`config.mk`:
```
export PLATFORM = sky130hd
export DESIGN_NAME = counter_sched
export DESIGN_NICKNAME = d
export VERILOG_FILES = /design/src/rtl/counter_sched.sv
export SDC_FILE = /design/constraint.sdc
export NUM_CORES = 1
export LEC_CHECK = 0
export CAP_MARGIN = 20
export CORE_UTILIZATION = 45
export DETAILED_ROUTE_END_ITERATION = 16
export PLACE_DENSITY = 0.77
export SLEW_MARGIN = 20
export SYNTH_ARGS = -nofsm -noshare
export SYNTH_HDL_FRONTEND = slang
export SYNTH_SLANG_ARGS = --single-unit
export TNS_END_PERCENT = 1
```
`constraint.sdc`:
```
create_clock -name clk -period 3.5 [get_ports clk]
set_input_delay 0.7 -clock clk [delete_from_list [all_inputs] [get_ports clk]]
set_output_delay 0.7 -clock clk [all_outputs]
set_load 0.02 [all_outputs]
```
`src/rtl/counter_sched.sv`:
```
// counter_sched: round-robin sequencer sharing one run counter between two requesters.
// Define COUNTER_SCHED_ABORT_EN to abort a run when its owner drops req before DONE.
module counter_sched #(
    parameter int WIDTH = 4
) (
    input  logic             clk,
    input  logic             reset,
    input  logic             req0,
    input  logic [WIDTH-1:0] len0,
    input  logic             req1,
    input  logic [WIDTH-1:0] len1,
    output logic             gnt0,
    output logic             gnt1,
    output logic             done0,
    output logic             done1,
    output logic             busy,
    output logic [WIDTH-1:0] count
);
    typedef enum logic [1:0] {IDLE, GRANT, RUN, DONE} state_t;
    state_t state, state_nx;
    logic owner, owner_nx, ptr, ptr_nx, win;
    logic [WIDTH-1:0] len_q, len_nx, count_nx;
    always_ff @(posedge clk or negedge reset) begin
        if (!reset) begin
            state <= IDLE;
            owner <= 1'b0;
            ptr   <= 1'b0;
            len_q <= '0;
            count <= '0;
        end else begin
            state <= state_nx;
            owner <= owner_nx;
            ptr   <= ptr_nx;
            len_q <= len_nx;
            count <= count_nx;
        end
    end
    always_comb begin
        win      = (req0 && req1) ? ptr : req1;
        state_nx = state;
        owner_nx = owner;
        ptr_nx   = ptr;
        len_nx   = len_q;
        count_nx = count;
        case (state)
            IDLE: if (req0 || req1) begin
                state_nx = GRANT;
                owner_nx = win;
                len_nx   = win ? len1 : len0;
                count_nx = '0;
            end
            GRANT, RUN: begin
`ifdef COUNTER_SCHED_ABORT_EN
                if (!(owner ? req1 : req0)) begin
                    state_nx = IDLE;
                    count_nx = '0;
                    ptr_nx   = ~owner;
                end else
`endif
                if (count == len_q) state_nx = DONE;
                else begin
                    state_nx = RUN;
                    count_nx = count + 1'b1;
                end
            end
            DONE: begin
                state_nx = IDLE;
                ptr_nx   = ~owner;
            end
            default: state_nx = IDLE;
        endcase
    end
    assign busy  = state != IDLE;
    assign gnt0  = busy && !owner;
    assign gnt1  = busy && owner;
    assign done0 = (state == DONE) && !owner;
    assign done1 = (state == DONE) && owner;
endmodule

```
=== Yosys cells after proc, flatten, opt, wreduce, memory -nomap -nowiden ===
Cells that the tools add are included.
Widths: inputs -> output; s select.

* Mux-type cells: 8
* Equality and inequality tests: 6
* Add/sub/neg operators: 1
* Reduce and logical (&&, ||, !) cells: 13
* Bitwise operators: 1

{| class="wikitable"
|+ Operator list
! kind !! number
|-
| $mux 4 || 3
|-
| $pmux 4 s2 || 1
|-
| $pmux 2 s3 || 1
|-
| $logic_and 1x1->1 || 5
|-
| $add 4x1->4 const B || 1
|-
| $eq 2x2->1 const B || 2
|-
| $eq 4x4->1 || 1
|-
| $ne 2x2->1 const B || 2
|-
| $reduce_bool 2->1 || 2
|-
| $reduce_and 3->1 || 1
|-
| $eq 2x1->1 const B || 1
|-
| $logic_not 2->1 || 1
|-
| $mux 1 || 2
|-
| $mux 2 || 1
|-
| $reduce_and 2->1 || 1
|-
| $reduce_or 2->1 || 1
|-
| $logic_not 1->1 || 1
|-
| $logic_or 1x1->1 || 1
|-
| $not 1->1 || 1
|}

* Logic and storage cells: 34
* Flip-flop bits (word level): 12
* Output and inout port bits: 9
* Input port bits: 12

=== Longest topological paths before layout ===
* Depth after elaboration: 4
* Gate-level depth with buffers: 6
* Mapped depth without buffers: 5

=== Least setup slack after synthesis ===
OpenSTA, ideal clock, no wires.

* Path kind: register to register
* Start point: register count[2]
* End point: register count[2]
* Buffers on the path: 0
* Setup time: 126 ps
* Required time: 3374 ps
* Stages on the path, launching flop included: 5
* Arrival: 1557 ps
* Clock period less this slack: 1683 ps
* Path slack: 1817 ps
* Cell sequence: dfrtp_1 > xor2_1 > a2111o_1 > or2_4 > a221o_1

* Word-level cells in the longest chain between the ends: 3
* Elaborated cells between the ends (all ways): 6
* Those cells by class: 1 x add/sub; 2 x eq/ne; 2 x mux; 1 x reduce/logical

{| class="wikitable"
|+ RTL lines
! what !! RTL line !! text
|-
| start, declared || 17 || <nowiki>output logic [WIDTH-1:0] count</nowiki>
|-
| start signal, assigned || 35 || <nowiki>count <= count_nx;</nowiki>
|-
| $add 4x1->4 or $eq 4x4->1 (tied branches) || 63, 60 ||
|-
| $mux 4 or $ne 2x2->1 (tied branches) || n/a ||
|-
| $pmux 4 s2 or $reduce_and 3->1 (tied branches) || n/a ||
|}

Parallel ways exist; a longest one is shown, timed or not. The select of a mux whose other input is x is not followed.
A chain may end at the register's enable or synchronous reset.

=== Worst setup path after layout ===
* Start point: register state[0]
* End point: output gnt1

* Word-level cells in the longest chain between the ends: 2

{| class="wikitable"
|+ RTL lines
! what !! RTL line !! text
|-
| start, declared || 20 || <nowiki>state_t state, state_nx;</nowiki>
|-
| start signal, assigned || 31 || <nowiki>state <= state_nx;</nowiki>
|-
| $reduce_bool 2->1 || 73 || <nowiki>assign busy = state != IDLE;</nowiki>
|-
| $logic_and 1x1->1 || 75 || <nowiki>assign gnt1 = busy && owner;</nowiki>
|-
| end, declared || 13 || <nowiki>output logic gnt1,</nowiki>
|}

Every way passes these cells.

==> out/results.ini <==
[yosys]
synth-seq-area-share_pct=43.88
ys_types=28
syn_area_sq_um=684.4
post_synthesis_share_of_cell_area_spent_on_xor_and_xnor_gates_pct=1.280
mappedNetlistNets=87
yosysTopAreaCellShare_pct=43.88
synth.top_cells.by_area=sky130_fd_sc_hd__dfrtp_1 (44%), sky130_fd_sc_hd__mux2i_1 (5.9%), sky130_fd_sc_hd__ha_1 (5.5%)
synthMostInstantiatedCell=sky130_fd_sc_hd__dfrtp_1
yosysWarnings=0
avgSynthCellArea_sq_um=9.506
synth_top_family_by_area=simple AND/OR/NAND/NOR gates
post_synthesis_share_of_cell_area_spent_on_and_or_nand_and_nor_gates_pct=21.39
synth_edf_count=0
synth_common_cells=sky130_fd_sc_hd__dfrtp_1 (12), sky130_fd_sc_hd__nand2_1 (8), sky130_fd_sc_hd__nor2_1 (7)
synth_compound_gate_area_share_pct=18.10
syn-instance-count=72
yosys.area_share.adder_pct=5.484
primary_flip_flop_cell_chosen_by_synthesis_mapping=sky130_fd_sc_hd__dfrtp_1
yosys-mux-area-fraction_pct=5.850
synthDominantAreaCellType=sky130_fd_sc_hd__dfrtp_1
synth-seq-cells=12
async_reset_ff_share_pct=100.0

[worst_hold_path]
hold_class=register to register
hold_sp=len_q[2]$_DFFE_PN0P_

[route]
drt_iter0_drc=9
firstDrtPassIters=4
totalWireLength_mm=1.393
dr_total_vias=603
postRouteAntennaNets=0
post_drt_via_cell_ratio=5.532
drc_violations_left=0
routed_wl_per_cell_microns=12.78

[power_and_ir_drop]
p_comb_share_pct=59.1
power.share.clock_pct=9.7
cellInternalPower_uw=496.0
leakage_nw=0.4290
worst_ir_drop_vdd_v=0.0005193
power_uw=858.7
switching_share_pct=42.24
sequentialPowerShare_pct=31.2
power-per-cell-area_nw_per_um2=932.4
p_switching_uw=362.7

[clocking]
clkSlewWorstSetupHoldPaths_ps=70
cts_repair_resize_count=0
ctsLongestPathBuffers=2
ctsHtreeMaxLevel=1
cts_made_buffers=3
master_cell_of_the_clock_root_buffer=sky130_fd_sc_hd__clkbuf_4
clkLatencyLatePin_ps=270
cts_tree=done
post-cts-setup-buffers=0
cts.sinks=12
cts.hold.buffers_added=0

[placed_design]
post-place-cells=106
portBuffers=20
gp_congestion=0.7437
dpl-instance-area_sq_um=898.4
preCtsSetupSlack_ps=1287

[sta]
final_worst_path_cycle_share_pct=69.23
timing_max_transition_violations_final=0
hold_slack_ps=497.2
tightestPinTransition_ps=521.0
max-slew-margin-rel_pct=64.37
post_route_minimum_period_ps=2423
final.setup.worst_slack_ps=1077
grt_setup_unrepaired=no
setup-violations-final=0
fin_worst_skew_ps=6.681
hold_viol=0
clock.fmax_mhz=412.7
setup-tns-final_ps=0

[floorplanning]
die_width_microns=41
std_cell_rows=13
die_y_microns=41
floorplan_core_area_sq_um=1350
fp.dieArea_sq_um=1681
floorplan.initialDensity_pct=50.70
ioPinCount=21

[finish]
antennaDiodeCount=0
growth_of_design_area_from_synthesis_to_finish_pct=34.55
finalInstanceArea_sq_um=920.9
final_net_count=111
fin_util_pct=68.21
layout-drive-gt1-share_pct=7.447
layoutNonFillerInstCount=109

[critical_path]
crit_buf_inv=2
timing.critical_path.from_type=register
worstPathRequired_ps=2800
critical_path.top_delay_family=buffers and inverters
crit_path_kind=register to output pin
reg2reg_from=state[0]$_DFFE_PN0P_
critical-path-max-stage-delay_ps=610
critical_path_peak_fanout=7
data_arrival_at_the_endpoint_of_the_critical_path_ps=1720
setup.worst_path.end_class=output pin
timing.critical_path.slowest_stage_cell=sky130_fd_sc_hd__clkdlybuf4s50_1
critPathLaunch=state[0]$_DFFE_PN0P_
crit_chain=inv_1, ha_1, nor2b_1, clkdlybuf4s50_1

[global_routing]
grt_max_degree=13
grt.total_usage_pct=21.41
grt_pass1_wl_mm=2.256
number_of_global_route_vias_before_repair=515
grt-ovfl-total=0
initial_antenna_violation_count=0

[run_status]
outcome=completed

[flow_run]
maxCapViolations=0

-- logic make-up after synthesis --
| kind of cell | after synthesis |
|---|---|
| compound gates | 17 |
| mux | 4 |
| buf+inv | 7 |
| simple gates | 28 |
| xor+xnor | 1 |
| flops | 12 |
| fa+ha+maj | 3 |
-- sequential cells by signal, summed over array words and instances, names as in the netlist --
signal and cells:
count 4, len_q 4, owner 1, ptr 1, state 2
-- power by group through the flow --
stage / combinational (mW) / sequential [mW] / clock (mW)
floorplan: 0.328 / 0.275 / 0
finish: 0.508 / 0.268 / 0.0832
detailed placement: 0.505 / 0.271 / 0
global route: 0.565 / 0.278 / 0.0923
global placement: 0.495 / 0.266 / 0
CTS: 0.507 / 0.269 / 0.0851
-- cells in the final DEF, fill, tap and decap left out, types with 2 or more instances in the layout --
master,count
sky130_fd_sc_hd__nor2b_1,3
sky130_fd_sc_hd__o21ai_0,6
sky130_fd_sc_hd__nand2_1,8
sky130_fd_sc_hd__inv_1,6
sky130_fd_sc_hd__mux2i_1,4
sky130_fd_sc_hd__clkbuf_4,3
sky130_fd_sc_hd__a221o_1,2
sky130_fd_sc_hd__dfrtp_1,12
sky130_fd_sc_hd__ha_1,3
sky130_fd_sc_hd__o21ai_1,2
sky130_fd_sc_hd__and3_1,2
sky130_fd_sc_hd__nor2_1,7
sky130_fd_sc_hd__clkdlybuf4s50_1,20
-- final cells by class --
cell class / instances / area, sq um
Fill cell: 121 / 429.2
Inverter: 6 / 22.52
Tap cell: 15 / 18.77
Multi-Input combinational cell: 53 / 356.6
Sequential cell: 12 / 300.3
Timing Repair Buffer: 20 / 200.2
Clock buffer: 3 / 22.52
-- final timing paths --
check | depth (start not counted) | end | slack [ps]
worst max-delay path | 4 | gnt1 | 1080
worst min-delay path | 2 | len_q[2]$_DFFE_PN0P_ | 500
worst max register to register | 5 | count[2]$_DFFE_PN0P_ | 1730
worst min register to register | 2 | len_q[2]$_DFFE_PN0P_ | 500
max in group asynchronous | 1 | len_q[1]$_DFFE_PN0P_ | 2360
min in group asynchronous | 1 | state[0]$_DFFE_PN0P_ | 780
-- worst min-delay path: cells and delay by family (launching register included) --
kind / cells / cell delay, ps
DFF: 1 / 360
AOI/OAI and AO/OA: 1 / 60
and+or+nand+nor: 1 / 50
-- per-layer routing --
metal  global-route usage (%)  share of wire [%]
met1                    26.87                 46
met2                    33.20                 47
met3                    9.783                6.0
met4                    5.000                1.0
met5                        0                  0
No activity file was read; power rests on OpenSTA's default activity.
